File: config.mk
export PLATFORM = sky130hd
export DESIGN_NAME = lcd_clock_display
export DESIGN_NICKNAME = d
export VERILOG_FILES = /design/src/rtl/lcd_pkg.sv /design/src/rtl/lcd_clock_display_bin2ascii2.sv /design/src/rtl/lcd_clock_display.sv
export SDC_FILE = /design/constraint.sdc
export NUM_CORES = 1
export LEC_CHECK = 0
export CORE_UTILIZATION = 55
export CTS_CLUSTER_DIAMETER = 200
export DETAILED_ROUTE_END_ITERATION = 10
export PLACE_DENSITY = 0.81
export SETUP_SLACK_MARGIN = 0.2
export SLEW_MARGIN = 0
export SYNTH_ARGS = -nofsm -noshare
export SYNTH_HDL_FRONTEND = slang
export SYNTH_HIERARCHICAL = 1
export SYNTH_SLANG_ARGS = --single-unit
File: constraint.sdc
create_clock -name CLK -period 5.4 [get_ports CLK]
set_clock_uncertainty 0.15 [all_clocks]
set_input_delay 1.08 -clock CLK [delete_from_list [all_inputs] [get_ports CLK]]
set_output_delay 1.08 -clock CLK [all_outputs]
set_load 0.02 [all_outputs]
File: src/rtl/lcd_pkg.sv
// Shared types and constants for the HD44780 clock-display writer:
// FSM/byte-phase enums, LCD command bytes, timing lengths and line-1 ASCII glyphs.
package lcd_pkg;

    typedef enum logic [2:0] {
        ST_DELAY,
        ST_FUNC_SET,
        ST_DISP_ON,
        ST_ENTRY_MODE,
        ST_CLEAR,
        ST_WAIT_CLR,
        ST_LINE1,
        ST_LINE2
    } lcdState_t;

    typedef enum logic [1:0] {
        PH_SETUP,
        PH_PULSE,
        PH_HOLD
    } bytePhase_t;

    localparam logic [7:0] CMD_FUNC_SET   = 8'h38;
    localparam logic [7:0] CMD_DISP_ON    = 8'h0C;
    localparam logic [7:0] CMD_ENTRY_MODE = 8'h06;
    localparam logic [7:0] CMD_CLEAR      = 8'h01;
    localparam logic [7:0] CMD_LINE1_ADDR = 8'h80;
    localparam logic [7:0] CMD_LINE2_ADDR = 8'hC0;

    localparam logic [4:0] DELAY_CYCLES    = 5'd20;
    localparam logic [4:0] WAIT_CLR_CYCLES = 5'd2;
    localparam logic [4:0] LINE_BYTES      = 5'd16;

    localparam logic [7:0] ASC_T     = 8'h54;
    localparam logic [7:0] ASC_I     = 8'h49;
    localparam logic [7:0] ASC_M     = 8'h4D;
    localparam logic [7:0] ASC_E     = 8'h45;
    localparam logic [7:0] ASC_A     = 8'h41;
    localparam logic [7:0] ASC_P     = 8'h50;
    localparam logic [7:0] ASC_SPACE = 8'h20;
    localparam logic [7:0] ASC_COLON = 8'h3A;
    localparam logic [7:0] ASC_ZERO  = 8'h30;
    localparam logic [7:0] ASC_DASH  = 8'h2D;

endpackage

File: src/rtl/lcd_clock_display_bin2ascii2.sv
// Combinational 7-bit binary to two ASCII digits; values of 100 or more show "--".
module bin2ascii2
    import lcd_pkg::*;
(
    input  logic [6:0] i_value,
    output logic [7:0] o_tens,
    output logic [7:0] o_units
);

    logic [6:0] w_tens;
    logic [6:0] w_units;

    always_comb begin
        w_tens  = i_value / 7'd10;
        w_units = i_value % 7'd10;
        if (i_value >= 7'd100) begin
            o_tens  = ASC_DASH;
            o_units = ASC_DASH;
        end else begin
            o_tens  = ASC_ZERO + {1'b0, w_tens};
            o_units = ASC_ZERO + {1'b0, w_units};
        end
    end

endmodule

File: src/rtl/lcd_clock_display.sv
// 16x2 character-LCD writer: power-on init, then endless refresh of the time line and LINE2_DATA.
// Define LCD_24H_EN for "TIME    HH:MM:SS" (24-hour) instead of the AM/PM line.
module lcd_clock_display
    import lcd_pkg::*;
(
    input  logic         CLK,
    input  logic         RESET,
    input  logic         MERIDIEM,
    input  logic [6:0]   HOUR,
    input  logic [6:0]   MIN,
    input  logic [6:0]   SEC,
    input  logic [127:0] LINE2_DATA,
    output logic         LCD_E,
    output logic         LCD_RS,
    output logic         LCD_RW,
    output logic [7:0]   LCD_DATA,
    output logic         FRAME_DONE
);

    lcdState_t    r_state;
    bytePhase_t   r_phase;
    logic [4:0]   r_cnt;
    logic [6:0]   r_hour;
    logic [6:0]   r_min;
    logic [6:0]   r_sec;
    logic         r_mer;
    logic [127:0] r_line2;

    logic [6:0] w_hourVal;
    logic [7:0] w_hourTens, w_hourUnits;
    logic [7:0] w_minTens, w_minUnits;
    logic [7:0] w_secTens, w_secUnits;
    logic [7:0] w_merChar0, w_merChar1;
    logic [7:0] w_line1Char;
    logic [7:0] w_line2Char;

    bin2ascii2 u_hourDigits (.i_value(w_hourVal), .o_tens(w_hourTens), .o_units(w_hourUnits));
    bin2ascii2 u_minDigits  (.i_value(r_min),     .o_tens(w_minTens),  .o_units(w_minUnits));
    bin2ascii2 u_secDigits  (.i_value(r_sec),     .o_tens(w_secTens),  .o_units(w_secUnits));

    assign LCD_RW = 1'b0;

    // Raw hours of 100+ bypass the PM offset so they still render as "--".
    always_comb begin
`ifdef LCD_24H_EN
        w_hourVal  = (r_hour >= 7'd100) ? r_hour : r_hour + (r_mer ? 7'd12 : 7'd0);
        w_merChar0 = ASC_SPACE;
        w_merChar1 = ASC_SPACE;
`else
        w_hourVal  = r_hour;
        w_merChar0 = r_mer ? ASC_P : ASC_A;
        w_merChar1 = ASC_M;
`endif
    end

    always_comb begin
        w_line1Char = ASC_SPACE;
        case (r_cnt[3:0])
            4'd0:    w_line1Char = ASC_T;
            4'd1:    w_line1Char = ASC_I;
            4'd2:    w_line1Char = ASC_M;
            4'd3:    w_line1Char = ASC_E;
            4'd5:    w_line1Char = w_merChar0;
            4'd6:    w_line1Char = w_merChar1;
            4'd8:    w_line1Char = w_hourTens;
            4'd9:    w_line1Char = w_hourUnits;
            4'd10:   w_line1Char = ASC_COLON;
            4'd11:   w_line1Char = w_minTens;
            4'd12:   w_line1Char = w_minUnits;
            4'd13:   w_line1Char = ASC_COLON;
            4'd14:   w_line1Char = w_secTens;
            4'd15:   w_line1Char = w_secUnits;
            default: w_line1Char = ASC_SPACE;
        endcase
        w_line2Char = r_line2[{~r_cnt[3:0], 3'b000} +: 8];
    end

    // r_cnt is the delay counter in DELAY/WAIT_CLR and the byte index (0 = address) in LINE1/LINE2.
    always_ff @(posedge CLK or negedge RESET) begin
        if (!RESET) begin
            r_state    <= ST_DELAY;
            r_phase    <= PH_SETUP;
            r_cnt      <= 5'd0;
            r_hour     <= 7'd0;
            r_min      <= 7'd0;
            r_sec      <= 7'd0;
            r_mer      <= 1'b0;
            r_line2    <= '0;
            LCD_E      <= 1'b0;
            LCD_RS     <= 1'b0;
            LCD_DATA   <= 8'h00;
            FRAME_DONE <= 1'b0;
        end else begin
            FRAME_DONE <= 1'b0;
            case (r_state)
                ST_DELAY: begin
                    if (r_cnt == DELAY_CYCLES - 5'd1) begin
                        r_state  <= ST_FUNC_SET;
                        r_phase  <= PH_SETUP;
                        r_cnt    <= 5'd0;
                        LCD_RS   <= 1'b0;
                        LCD_DATA <= CMD_FUNC_SET;
                    end else begin
                        r_cnt <= r_cnt + 5'd1;
                    end
                end
                ST_WAIT_CLR: begin
                    if (r_cnt == WAIT_CLR_CYCLES - 5'd1) begin
                        r_state  <= ST_LINE1;
                        r_phase  <= PH_SETUP;
                        r_cnt    <= 5'd0;
                        LCD_RS   <= 1'b0;
                        LCD_DATA <= CMD_LINE1_ADDR;
                        r_hour   <= HOUR;
                        r_min    <= MIN;
                        r_sec    <= SEC;
                        r_mer    <= MERIDIEM;
                    end else begin
                        r_cnt <= r_cnt + 5'd1;
                    end
                end
                default: begin
                    case (r_phase)
                        PH_SETUP: begin
                            r_phase <= PH_PULSE;
                            LCD_E   <= 1'b1;
                        end
                        PH_PULSE: begin
                            r_phase <= PH_HOLD;
                            LCD_E   <= 1'b0;
                            if (r_state == ST_LINE2 && r_cnt == LINE_BYTES) begin
                                FRAME_DONE <= 1'b1;
                            end
                        end
                        default: begin
                            r_phase <= PH_SETUP;
                            case (r_state)
                                ST_FUNC_SET: begin
                                    r_state  <= ST_DISP_ON;
                                    LCD_DATA <= CMD_DISP_ON;
                                end
                                ST_DISP_ON: begin
                                    r_state  <= ST_ENTRY_MODE;
                                    LCD_DATA <= CMD_ENTRY_MODE;
                                end
                                ST_ENTRY_MODE: begin
                                    r_state  <= ST_CLEAR;
                                    LCD_DATA <= CMD_CLEAR;
                                end
                                ST_CLEAR: begin
                                    r_state <= ST_WAIT_CLR;
                                    r_cnt   <= 5'd0;
                                end
                                ST_LINE1: begin
                                    if (r_cnt == LINE_BYTES) begin
                                        r_state  <= ST_LINE2;
                                        r_cnt    <= 5'd0;
                                        LCD_RS   <= 1'b0;
                                        LCD_DATA <= CMD_LINE2_ADDR;
                                        r_line2  <= LINE2_DATA;
                                    end else begin
                                        r_cnt    <= r_cnt + 5'd1;
                                        LCD_RS   <= 1'b1;
                                        LCD_DATA <= w_line1Char;
                                    end
                                end
                                ST_LINE2: begin
                                    if (r_cnt == LINE_BYTES) begin
                                        r_state  <= ST_LINE1;
                                        r_cnt    <= 5'd0;
                                        LCD_RS   <= 1'b0;
                                        LCD_DATA <= CMD_LINE1_ADDR;
                                        r_hour   <= HOUR;
                                        r_min    <= MIN;
                                        r_sec    <= SEC;
                                        r_mer    <= MERIDIEM;
                                    end else begin
                                        r_cnt    <= r_cnt + 5'd1;
                                        LCD_RS   <= 1'b1;
                                        LCD_DATA <= w_line2Char;
                                    end
                                end
                                default: r_state <= ST_DELAY;
                            endcase
                        end
                    endcase
                end
            endcase
        end
    end

endmodule
==> results.sh <==
export IMPL_status="finished clean"
export IMPL_finalSetupViolations=0
export IMPL_worstPathRequired_ns=5.59
export IMPL_slew_viol_final=0
export IMPL_pre_cts_ws_ns=1.04
export IMPL_ys_ff_latch=171
export IMPL_synth_most_common_cell="dfrtp_1"
export IMPL_max_cap_violations=0
export IMPL_coreArea_mm2=0.0188
export IMPL_cts_tree="yes"
export IMPL_initial_core_util_pct=56.3
export IMPL_place_area_mm2=0.0121
export IMPL_num_rows=50
export IMPL_fin_util_pct=67.5
export IMPL_irDropWorstVdd_v=0.000229
export IMPL_yosys_area_top_type_share_pct=40.5
export IMPL_postLayoutSetupSlackWorst_ns=0.957
export IMPL_cts_buffers_inserted=17
export IMPL_wire_per_inst_um=20.7
export IMPL_clkSinkCount=171
export IMPL_comb_power_share_pct=11.3
export IMPL_grt_overflow_total=0
export IMPL_grt_max_degree=129
export IMPL_synth_cells=942
export IMPL_worstSetupPathType="flip-flop to flip-flop"
export IMPL_ys_flop_type="dfrtp_1"
export IMPL_final_area_mm2=0.0127
export IMPL_r2r_slack_ns=0.96
export IMPL_max_freq_mhz=225
export IMPL_hold_violations=0
export IMPL_critPathMaxFanout=30
export IMPL_synth_enable_flop_cells=0
export IMPL_instances_no_fill=1292
export IMPL_syn_avg_cell_area_um2=11.2
export IMPL_io_buffers=162
export IMPL_dr_total_vias=8020
export IMPL_power_internal_mw=2.11
export IMPL_power_switching_mw=0.802
export IMPL_post_dp_hpwl_mm=18.2
export IMPL_drt_first_pass_iters=6
export IMPL_clk_latency_ns=0.44
export IMPL_r2r_start="r_hour[6]"
export IMPL_clkPwrFrac_pct=43.4
export IMPL_grt_pass1_wl_mm=43.2
export IMPL_arrival_ns=4.63
export IMPL_fill_cells=1388
export IMPL_ys_seq_area_share_pct=40.5
export IMPL_dieHeight_um=141
export IMPL_clkTransAtPathRegs_ns=0.08
export IMPL_drc_errors=0
export IMPL_crit_start="r_hour[6]"
export IMPL_dieWidth_um=141
export IMPL_postCtsSetupRepairBufs=0
export IMPL_r2r_cells=15
export IMPL_finalPower_mw=2.92
export IMPL_cts_htree_levels=4
export IMPL_antenna_found_initial=1
export IMPL_cts_root_buf="clkbuf_16"
export IMPL_grt_use_total_pct=28.2
export IMPL_cp_slowest_cell="dfrtp_1"
export IMPL_yosysWarnings=6
export IMPL_r2r_end="LCD_DATA[2]"
export IMPL_power_density_mw_per_mm2=230
export IMPL_endpoint="LCD_DATA[2]"
export IMPL_ctsResizeCount=0
export IMPL_place_congestion=0.944
export IMPL_area_delta_synth_final_pct=19.9
export IMPL_drive_gt1_share_pct=24.9
export IMPL_leakagePower_nw=5.46
export IMPL_cp_slowest_stage_delay_ns=0.91
export IMPL_ant_nets=0
export IMPL_layout_min_cycle_time_ns=4.44
export IMPL_hold_slack_ns=0.355
export IMPL_synth_cell_types=92
export IMPL_synth_area_mm2=0.0106
export IMPL_synth_cells_most_frequent="dfrtp_1, mux2_2, o21ai_0, a21oi_1, nand2_1"
export IMPL_vias_per_cell=6.21
export IMPL_cp_start_kind="flip-flop"
export IMPL_synthTopCellsByArea="dfrtp_1, mux2_2, mux4_2, o21ai_0, a21oi_1"
export IMPL_io_pins=164
export IMPL_rsz0062_at_grt="false"
export IMPL_path_cells="nor2_1 > a21oi_1 > o21ai_0 > a221oi_1 > ha_1 > a21boi_1 > o22ai_1 > a222oi_1 > o211a_1 > mux2_1 > a221oi_1 > a21oi_1 > o21ai_0 > o2111ai_1 > a22o_1"
export IMPL_fin_crit_sh_pct=82.3
export IMPL_relSlewSlack_pct=22.9
export IMPL_synth_top_area_cell="dfrtp_1"
export IMPL_drt_iter0_markers=651
export IMPL_fin_setup_tns_ns=0
export IMPL_cts_hold_buffers=0
export IMPL_seqPwrFrac_pct=45.3
export IMPL_min_path_type="flip-flop to flip-flop"
export IMPL_nets=1203
export IMPL_dp_cells=1259
export IMPL_design_die_area_mm2=0.0198
export IMPL_cts_max_path_buffers=2
export IMPL_worstMarginPinSlew_ns=1.15
export IMPL_switching_share_pct=27.5
export IMPL_routed_wl_mm=26.8
export IMPL_endpoint_kind="flip-flop"
export IMPL_postSynth_asyncResetShare_pct=100
export IMPL_grt_pass1_vias=7908
-- area by class of cell --
| cell class | count | area, um^2 | area share (%) |
|---|---|---|---|
| flip-flops and latches | 171 | 4280 | 33.8 |
| inverters | 19 | 71.3 | 0.563 |
| clock inverters | 14 | 173 | 1.36 |
| well taps | 234 | 293 | 2.31 |
| clock buffers | 18 | 439 | 3.47 |
| multi-input cells | 662 | 5690 | 44.9 |
| diodes | 1 | 2.50 | 0.0197 |
| repair buffers | 173 | 1720 | 13.6 |
-- metal layers --
metal | vias up | share of wire (%) | track usage (%)
met5 | - | 0 | 0
met4 | 0 | 2.1 | 9.55
met3 | 44 | 7.0 | 7.81
met2 | 271 | 50 | 46.1
met1 | 3991 | 41 | 36.3
li1 | 3714 | - | -
-- flip-flops by register name, summed over array words and instances (netlist names) --
name,cells
r_min,7
r_cnt,5
r_line2,128
LCD_E,1
FRAME_DONE,1
r_phase,2
r_mer,1
r_sec,7
r_hour,7
LCD_DATA,8
r_state,3
LCD_RS,1
-- worst max-delay path, delay by kind of cell (launching register included) --
family / cells / cell delay (ns)
muxes: 1 / 0.33
and+or+nand+nor: 1 / 0.14
AOI/OAI and AO/OA: 12 / 2.49
adders and majority gates: 1 / 0.32
DFF: 1 / 0.91
-- cells by family (layout without fill, tap and decap cells) --
logic type	count (synthesis)	in the layout	synth area share [%]
flops	171	171	40.5
fa+ha+maj	7	7	0.828
buf+inv	118	224	6.04
other cells	7	17	0.249
mux	208	208	25.5
simple gates	193	193	10.4
compound gates	227	227	15.0
xor+xnor	11	11	1.52
-- power by group through the flow --
stage	clock network [mW]	registers [mW]	logic [mW]
4_1_cts	1.29	1.32	0.328
3_5_place_dp	0	1.35	0.325
2_1_floorplan	0	1.32	0.195
6_report	1.27	1.32	0.328
5_1_grt	1.34	1.33	0.360
3_3_place_gp	0	1.35	0.322
-- cells in the final DEF (no fill, tap or decap), drive strengths merged, types with 25 or more instances in the layout --
| cell type | instances |
|---|---|
| inv | 25 |
| nor2 | 35 |
| mux2 | 161 |
| a21oi | 46 |
| clkdlybuf4s50 | 161 |
| nand2 | 43 |
| dfrtp | 171 |
| mux4 | 33 |
| o21ai | 49 |
-- how the worst min path moves through the flow --
stage	startpoint	to	slack, ns	depth (start not counted)
final	r_line2[25]	r_line2[25]	0.35	1
after global routing	r_line2[64]	r_line2[64]	0.37	1
after CTS	r_line2[25]	r_line2[25]	0.35	1
after detailed placement	r_line2[26]	r_line2[26]	0.34	1
after global placement	r_line2[107]	r_line2[107]	0.33	1
after floorplan	r_min[2]	r_min[2]	0.31	1
(Power assumes the default switching activity.)
